### src/rtl/iiitb_pusr_pkg.sv
// Shared definitions for the parametrised universal shift register:
// operation codes, burst FSM states and derived width helpers.
package iiitb_pusr_pkg;

    typedef enum logic [2:0] {
        MODE_SHL  = 3'b000,
        MODE_SHR  = 3'b001,
        MODE_LOAD = 3'b010,
        MODE_HOLD = 3'b011,
        MODE_ROTL = 3'b100,
        MODE_ROTR = 3'b101,
        MODE_ASR  = 3'b110,
        MODE_RSVD = 3'b111
    } mode_e;

    typedef enum logic {
        IDLE = 1'b0,
        RUN  = 1'b1
    } state_e;

    function automatic int sh_width(input int w);
        return (w < 2) ? 1 : $clog2(w);
    endfunction

    function automatic int cnt_width(input int w);
        return $clog2(w + 1);
    endfunction

    // Only the movement operations can be repeated by the burst engine.
    function automatic logic is_burst_mode(input mode_e m);
        return (m == MODE_SHL) || (m == MODE_SHR) || (m == MODE_ROTL) ||
               (m == MODE_ROTR) || (m == MODE_ASR);
    endfunction

endpackage

### src/rtl/iiitb_pusr_shifter.sv
// Combinational multi-position shift/rotate stage shared by direct and burst paths.
// LOAD/HOLD/reserved codes pass the value through; the top handles LOAD.
module iiitb_pusr_shifter
    import iiitb_pusr_pkg::*;
#(
    parameter int WIDTH = 8,
    localparam int SH_W = sh_width(WIDTH)
) (
    input  logic [WIDTH-1:0] value,
    input  mode_e            op,
    input  logic [SH_W-1:0]  shamt,
    input  logic             sl_fill,
    input  logic             sr_fill,
    output logic [WIDTH-1:0] result
);

    localparam logic [WIDTH-1:0] ONES = '1;

    logic [2*WIDTH-1:0] dbl;
    logic [2*WIDTH-1:0] rot;

    assign dbl = {value, value};

    always_comb begin
        result = value;
        rot    = '0;
        // Out-of-range amounts (non power-of-2 WIDTH only) leave the value untouched.
        if (int'(shamt) < WIDTH) begin
            case (op)
                MODE_SHL:  result = (value << shamt) | (sl_fill ? ~(ONES << shamt) : '0);
                MODE_SHR:  result = (value >> shamt) | (sr_fill ? ~(ONES >> shamt) : '0);
                MODE_ROTL: begin
                    rot    = dbl << shamt;
                    result = rot[2*WIDTH-1:WIDTH];
                end
                MODE_ROTR: begin
                    rot    = dbl >> shamt;
                    result = rot[WIDTH-1:0];
                end
                MODE_ASR:  result = $unsigned($signed(value) >>> shamt);
                default:   result = value;
            endcase
        end
    end

endmodule

### src/rtl/iiitb_pusr.sv
// Universal shift register with direct ops and a burst engine that repeats
// a latched shift/rotate for burst_len enabled cycles, reporting busy/done.
module iiitb_pusr
    import iiitb_pusr_pkg::*;
#(
    parameter int WIDTH = 8,
    localparam int SH_W  = sh_width(WIDTH),
    localparam int CNT_W = cnt_width(WIDTH)
) (
    input  logic             clock,
    input  logic             clear_n,
    input  logic             sync_clr,
    input  logic             en,
    input  logic [2:0]       mode,
    input  logic [SH_W-1:0]  shamt,
    input  logic             sl_ser,
    input  logic             sr_ser,
    input  logic [WIDTH-1:0] data_in,
    input  logic             start,
    input  logic [CNT_W-1:0] burst_len,
    output logic [WIDTH-1:0] data_out,
    output logic             sl_out,
    output logic             sr_out,
    output logic             busy,
    output logic             done
);

    state_e           state_q, state_d;
    logic [WIDTH-1:0] data_q, data_d;
    logic [CNT_W-1:0] cnt_q, cnt_d;
    logic             done_q, done_d;
    mode_e            op_q, op_d;
    logic [SH_W-1:0]  shamt_q, shamt_d;
    logic             sl_q, sl_d;
    logic             sr_q, sr_d;

    mode_e            mode_in;
    mode_e            sh_op;
    logic [SH_W-1:0]  sh_amt;
    logic             sh_sl;
    logic             sh_sr;
    logic [WIDTH-1:0] sh_res;
    logic             accept;

    assign mode_in = mode_e'(mode);

    // During RUN the shifter sees the latched operation, otherwise the live inputs.
    assign sh_op  = (state_q == RUN) ? op_q    : mode_in;
    assign sh_amt = (state_q == RUN) ? shamt_q : shamt;
    assign sh_sl  = (state_q == RUN) ? sl_q    : sl_ser;
    assign sh_sr  = (state_q == RUN) ? sr_q    : sr_ser;

    iiitb_pusr_shifter #(.WIDTH(WIDTH)) u_shifter (
        .value   (data_q),
        .op      (sh_op),
        .shamt   (sh_amt),
        .sl_fill (sh_sl),
        .sr_fill (sh_sr),
        .result  (sh_res)
    );

    assign accept = (state_q == IDLE) && en && start &&
                    (burst_len != '0) && is_burst_mode(mode_in);

    always_comb begin
        state_d = state_q;
        data_d  = data_q;
        cnt_d   = cnt_q;
        done_d  = 1'b0;
        op_d    = op_q;
        shamt_d = shamt_q;
        sl_d    = sl_q;
        sr_d    = sr_q;
        if (sync_clr) begin
            data_d  = '0;
            state_d = IDLE;
            cnt_d   = '0;
        end else if (state_q == RUN) begin
            if (en) begin
                data_d = sh_res;
                cnt_d  = cnt_q - CNT_W'(1);
                if (cnt_q == CNT_W'(1)) begin
                    state_d = IDLE;
                    done_d  = 1'b1;
                end
            end
        end else if (accept) begin
            // The accepting edge already performs the first operation.
            data_d  = sh_res;
            op_d    = mode_in;
            shamt_d = shamt;
            sl_d    = sl_ser;
            sr_d    = sr_ser;
            if (burst_len == CNT_W'(1)) begin
                done_d = 1'b1;
            end else begin
                state_d = RUN;
                cnt_d   = burst_len - CNT_W'(1);
            end
        end else if (en) begin
            data_d = (mode_in == MODE_LOAD) ? data_in : sh_res;
        end
    end

    always_ff @(posedge clock or negedge clear_n) begin
        if (!clear_n) begin
            state_q <= IDLE;
            data_q  <= '0;
            cnt_q   <= '0;
            done_q  <= 1'b0;
            op_q    <= MODE_HOLD;
            shamt_q <= '0;
            sl_q    <= 1'b0;
            sr_q    <= 1'b0;
        end else begin
            state_q <= state_d;
            data_q  <= data_d;
            cnt_q   <= cnt_d;
            done_q  <= done_d;
            op_q    <= op_d;
            shamt_q <= shamt_d;
            sl_q    <= sl_d;
            sr_q    <= sr_d;
        end
    end

    assign data_out = data_q;
    assign sl_out   = data_q[WIDTH-1];
    assign sr_out   = data_q[0];
    assign busy     = (state_q == RUN);
    assign done     = done_q;

endmodule

### config.mk
export PLATFORM = sky130hd
export DESIGN_NAME = iiitb_pusr
export DESIGN_NICKNAME = d
export VERILOG_FILES = /design/src/rtl/iiitb_pusr_pkg.sv /design/src/rtl/iiitb_pusr_shifter.sv /design/src/rtl/iiitb_pusr.sv
export SDC_FILE = /design/constraint.sdc
export NUM_CORES = 1
export LEC_CHECK = 0
export ABC_AREA = 1
export CAP_MARGIN = 20
export CORE_MARGIN = 5
export CORE_UTILIZATION = 40
export CTS_BUF_LIST = sky130_fd_sc_hd__clkbuf_4 sky130_fd_sc_hd__clkbuf_8 sky130_fd_sc_hd__clkbuf_16
export DETAILED_ROUTE_END_ITERATION = 10
export GPL_ROUTABILITY_DRIVEN = 0
export GPL_TIMING_DRIVEN = 0
export PLACE_DENSITY = 0.7
export SETUP_SLACK_MARGIN = 0.1
export SLEW_MARGIN = 5
export SYNTH_ARGS = -nofsm -noshare
export SYNTH_HDL_FRONTEND = slang
export SYNTH_HIERARCHICAL = 1
export SYNTH_SLANG_ARGS = --single-unit
### constraint.sdc
create_clock -name clock -period 2.7 [get_ports clock]
set_clock_uncertainty 0.05 [all_clocks]
set_input_delay 0.405 -clock clock [delete_from_list [all_inputs] [get_ports clock]]
set_output_delay 0.405 -clock clock [all_outputs]
set_load 0.005 [all_outputs]
* Yosys cells after proc, flatten, opt, wreduce, memory -nomap -nowiden
Cells that the tools add are included.
** Word-level totals
- Bits of input ports :: 25
- Output and inout bits :: 12
- Word-level logic and storage cells :: 82
- Flip-flop bits (word level) :: 22
** Cells by class
- Reductions and logical operators :: 16
- Eq/ne operators :: 13
- Bitwise logic cells :: 6
- Mux-type cells :: 30
- Add/sub/neg operators :: 2
- Shift operators :: 7
** Operators with widths (count)
- 2-to-1 mux 8 bit :: 8
- one-hot mux 8 bit (5 select lines) :: 1
- 2-to-1 mux 4 bit :: 5
- == test 3 bit, second input constant :: 6
- inverter 8 bit :: 2
- bitwise OR 8 bit :: 2
- left shift 16 x 3 -> 16 bit :: 1
- right shift 16 x 3 -> 8 bit :: 1
- 2-to-1 mux 1 bit :: 14
- == test 4 x 1 -> 1 bit, second input constant :: 2
- left shift 8 x 3 -> 8 bit :: 1
- left shift 8 x 3 -> 8 bit, first input constant :: 1
- right shift 8 x 3 -> 8 bit :: 1
- right shift 8 x 3 -> 8 bit, first input constant :: 1
- >>> shifter 8 x 3 -> 8 bit :: 1
- subtractor 4 x 1 -> 4 bit, second input constant :: 2
- == test 3 x 1 -> 1 bit, second input constant :: 2
- logical NOT 3 bit :: 2
- 2-to-1 mux 3 bit :: 2
- != test 3 bit, second input constant :: 2
- AND reduction 3 bit :: 2
- nonzero test 3 bit :: 2
- logical AND 1 bit :: 4
- logical OR 1 bit :: 4
- 4 further kinds :: 5

* Depth between registers and ports, before layout
- Depth in word-level cells :: 11
- Mapped depth :: 19
- Depth with buffers taken out :: 16

* By module
The synthesis kept the hierarchy.
** Modules (own cells, without submodules)
- iiitb_pusr :: area an instance 1332.5 um^2, cells an instance 171, times used 1, sequential area each 553.0 um^2
- iiitb_pusr_shifter :: area an instance 1201.2 um^2, cells an instance 257, times used 1, sequential area each 0.0 um^2

* Least setup slack after synthesis
Ideal clock, no wire load.
- Path kind :: reg-to-reg
- From :: register state_q, in the netlist busy
- To :: register data_q[5], in the netlist data_out[5]
- Required time :: 2.567 ns
- Setup time :: 0.083 ns
- Buffers on the path :: 3
- Arrival :: 2.162 ns
- Clock period less this slack :: 2.294 ns
- Cell stages (with the launch flop) :: 14
- Path slack :: 0.406 ns
- Path through :: dfrtp_1 -> buf_6 -> inv_6 -> buf_2 -> o21ai_0 -> buf_4 -> nand3_1 -> a21oi_1 -> nor2_1 -> nand2_1 -> nor2_1 -> nor2_1 -> a21oi_1 -> o21ai_0
** On the way
- Longest elaborated chain between the ends :: 11
- Elaborated cells on any way between the ends :: 37
- Classes of those cells :: 5 x eq/ne; 7 x shift; 13 x mux; 5 x bitwise; 7 x reduce/logical
** RTL lines
- start: declaration :: line iiitb_pusr.sv:28 : state_e state_q, state_d;
- start signal: assignment :: line iiitb_pusr.sv:116 : state_q <= state_d;
- 2-to-1 mux 3 bit * :: line iiitb_pusr.sv:49 : assign sh_amt = (state_q == RUN) ? shamt_q : shamt;
- via sh_amt[2] :: line iiitb_pusr.sv:39 : logic [SH_W-1:0] sh_amt;
- right shift 8 x 3 -> 8 bit / left shift 8 x 3 -> 8 bit (equally long branches) :: line iiitb_pusr_shifter.sv:31, iiitb_pusr_shifter.sv:30
- inverter 8 bit (on tied branches) :: line iiitb_pusr_shifter.sv:31, iiitb_pusr_shifter.sv:30
- 2-to-1 mux 8 bit (on tied branches) :: line iiitb_pusr_shifter.sv:31, iiitb_pusr_shifter.sv:30
- bitwise OR 8 bit (on tied branches) :: line iiitb_pusr_shifter.sv:31, iiitb_pusr_shifter.sv:30
- one-hot mux 8 bit (5 select lines) * :: line iiitb_pusr_shifter.sv:29 : case (op)
- via sh_res[5] :: line iiitb_pusr.sv:42 : logic [WIDTH-1:0] sh_res;
- 2-to-1 mux 8 bit :: line iiitb_pusr.sv:101 : data_d = (mode_in == MODE_LOAD) ? data_in : sh_res;
- 2-to-1 mux 8 bit :: line iiitb_pusr.sv:100 : end else if (en) begin
- 2-to-1 mux 8 bit :: line iiitb_pusr.sv:87 : end else if (accept) begin
- 2-to-1 mux 8 bit * :: line iiitb_pusr.sv:78 : end else if (state_q == RUN) begin
- 2-to-1 mux 8 bit * :: line iiitb_pusr.sv:74 : if (sync_clr) begin
- end signal: assignment :: line iiitb_pusr.sv:117 : data_q <= data_d;
- end: declaration :: line iiitb_pusr.sv:29 : logic [WIDTH-1:0] data_q, data_d;
The timed path passes the listed nets; every way through them passes the cells marked *. The select of a mux whose other input is x is not followed.
A chain may end at the register's enable or synchronous reset.

* Worst setup path after layout
- From :: register state_q, in the netlist busy
- To :: register data_q[1], in the netlist data_out[1]
The elaborated chain is that of the path after synthesis.

==> impl_metrics.yaml <==
run_status:
  status: "finished clean"
detailed_routing:
  antenna_left: 0
  drt_wl_total_mm: 7.78
  drt-wirelength-per-cell_um: 14.1
  detailedRoute.firstIterationViolations: 517
  routed-via-count: 3046
  via_per_inst: 5.51
  detailed_routing_iteration_count_for_the_pre_antenna_repair_pass: 8
  post-route-drc-count: 0
clock_network:
  cts_inserted_buffers: 3
  cts.htree.levels: 1
  cts.clk_slew.worst_paths_ns: 0.09
  root_buffer: "sky130_fd_sc_hd__clkbuf_8"
  holdBufCountCts: 0
  cts_num_sinks: 22
  cts-root-to-sink-buffers: 2
  tritoncts: "yes"
  later_pin_clock_latency_in_the_skew_report_ns: 0.27
timing:
  final_min_period_over_clock_period: 0.891
  post-route-worst-setup-slack_ns: 0.294
  report.final.slew_viol_count: 0
  final.hold.worst_slack_ns: 0.349
  final-setup-viol-count: 0
  max_freq_ghz: 0.416
  max_slew_margin: 0.624
  finalCriticalPeriod_ns: 2.41
  grt_setup_unrepaired: "yes"
  max_slew.worst_pin.slew_ns: 0.558
  report.final.hold_viol_count: 0
power:
  clock_power_share: 0.184
  total_leakage_power_nw: 1.62
  power_density_mw_per_mm2: 416
  power.internal_w: 0.000776
  ir_worst_vdd_mv: 0.261
  share_seq_of_total_power: 0.317
  share_comb_of_total_power: 0.499
  netSwitchingFraction: 0.416
  total_switching_power_w: 0.000554
global_route:
  antenna_found_initial: 0
  track_usage: 0.199
  grt_max_degree: 23
  grt_pass1_vias: 2817
  grt_overflow: 0
  grt_pass1_wl_mm: 12.8
setup_path:
  worstPathCellList: "buf_6 -> inv_6 -> buf_8 -> nand2_1 -> o21ai_4 -> inv_2 -> buf_6 -> nand2_2 -> nand3_1 -> nand3_2 -> nand3_1 -> nand2_1 -> nand2_1 -> nor2_1 -> nand3_1 -> a21oi_1 -> o21ai_0"
  crit_type: "register to register"
  cp_slowest_stage_delay_ns: 0.39
  worst-endpoint-arrival_ns: 2.50
  crit_end_category: "register"
  crit_fanout: 10
  cp_slowest_cell: "sky130_fd_sc_hd__dfrtp_1"
  crit_buf_inv: 5
  cp.required_ns: 2.80
  timing.critical_path.from_type: "register"
  top_delay_family_on_crit_path: "simple AND/OR/NAND/NOR gates"
synth:
  synth.yosys.seq_area_share: 0.218
  yosys_warnings: 6
  syn-cell-area_mm2: 0.00253
  synth.avg_cell_area_um2: 5.92
  synth_seq_cells: 22
  synthesis.nets: 458
  netlist_instances: 428
  synthDistinctLibCells: 33
layout:
  area_delta_synth_final_pct: 26.0
  multi_input_area_mm2: 0.00175
  antenna_cells_inserted: 0
  number_of_fill_cells: 643
  post_route_cells_drive_above_1_share: 0.153
  area.sequential_um2: 553
  finish.net_count: 507
die:
  dieHeight_um: 89.6
  design.portCount: 37
  die_area_mm2: 0.00803
  fp.dieW_um: 89.6
  start_util: 0.406
  floorplan.rows: 29
  core_area_mm2: 0.00624
place:
  place_worst_setup_slack_ns: -0.0663
  place.port_buffers: 36
  hpwl_mm: 5.99
worst_hold_path:
  hold_path.class: "input port to asynchronous set/reset pin"
flow_run:
  maxCapViolations: 0
[metal layers]
layer / global-route usage / share of wire / vias to the layer above
met5: 0 / 0 / -
met2: 0.332 / 0.47 / 148
li1: - / - / 1502
met3: 0.0310 / 0.090 / 20
met4: 0.0528 / 0.018 / 0
met1: 0.267 / 0.42 / 1376
[state kept, by name, summed over array words and instances (netlist names)]
name      flops
data_out      8
sr_q          1
op_q          3
busy          1
shamt_q       3
cnt_q         4
sl_q          1
done          1
[cell type report]
class,instances,area share
buffer,17,0.0474
clock buffer,4,0.0172
inverter,37,0.0466
multi-input combinational,352,0.547
sequential,22,0.173
tap,77,0.0302
timing repair buffer,44,0.138
[worst paths after layout]
check                        start          end  slack [ns]  cells after the start
setup / recovery              busy  data_out[1]        0.29                     17
hold / removal             clear_n  data_out[3]        0.35                      1
setup reg to reg              busy  data_out[1]        0.29                     17
hold reg to reg            op_q[0]      op_q[0]        0.47                      2
max in group asynchronous  clear_n      op_q[0]        1.78                      2
min in group clock         op_q[0]      op_q[0]        0.47                      2
[cell families (layout without fill, tap and decap cells)]
logic type               after synthesis  in the layout  share of synthesized area
AND/OR/NAND/NOR                      274            274                      0.495
AO/OA/AOI/OAI                         73             73                      0.155
buffers and inverters                 54            102                      0.107
flip-flops                            22             22                      0.218
adder cells (fa/ha/maj)                5              5                     0.0247
[cell usage after synthesis (all sizes together)]
cell type	instances	area, µm²
ha	5	62.6
clkbuf	2	8.75
a21oi	21	105
dfrtp	20	500
nand2	160	633
o2111ai	1	8.76
o21ai	44	228
nand4	1	6.26
nand3	82	443
nor3	1	16.3
dfstp	2	52.6
o31ai	1	7.51
nor2	30	156
o22ai	1	6.26
inv	37	146
o21bai	2	15.0
o211ai	3	22.5
buf	15	115
[power by group through the flow]
stage | Sequential (W) | Combinational (W) | Clock, W
final | 0.000421 | 0.000664 | 0.000244
after global routing | 0.000426 | 0.000741 | 0.000264
after detailed placement | 0.000426 | 0.000610 | 0
after global placement | 0.000425 | 0.000606 | 0
after CTS | 0.000420 | 0.000614 | 0.000252
after floorplan | 0.000417 | 0.000424 | 0
[through the flow]
| stage | std cells | power [W] | TNS, ns | utilization | area, µm² |
|---|---|---|---|---|---|
| finish | 553 | 0.00133 | 0 | 0.512 | 3190 |
| global route | 553 | 0.00143 | 0 | 0.512 | 3190 |
| CTS | 545 | 0.00129 | 0 | 0.488 | 3050 |
| detailed placement | 541 | 0.00104 | -0.194 | 0.479 | 2990 |
| global placement | 541 | 0.00103 | -0.366 | 0.479 | 2990 |
| floorplan | 428 | 0.000841 | 0 | - | 2530 |
[what timing repair did]
action / CTS / global route
buffers inserted: 0 / 7
endpoints found under the setup margin: 8 / 8
endpoints found under the hold margin: 0 / 0
pin swaps: 0 / 2
gates cloned: 0 / 0
gates resized for setup: 2 / 23
[cells in the final DEF (no fill, tap or decap), types with 6 or more instances in the layout]
cell type	Yosys	routed
sky130_fd_sc_hd__inv_2	6	7
sky130_fd_sc_hd__clkdlybuf4s50_1	0	36
sky130_fd_sc_hd__nand2_2	10	11
sky130_fd_sc_hd__nand2_1	149	148
sky130_fd_sc_hd__o21ai_1	5	6
sky130_fd_sc_hd__nor2_1	24	21
sky130_fd_sc_hd__inv_1	29	28
sky130_fd_sc_hd__a21oi_1	21	20
sky130_fd_sc_hd__buf_4	6	12
sky130_fd_sc_hd__o21ai_0	37	34
sky130_fd_sc_hd__dfrtp_1	20	20
sky130_fd_sc_hd__nand3_1	77	76
Power figures use the tool's default switching activity.
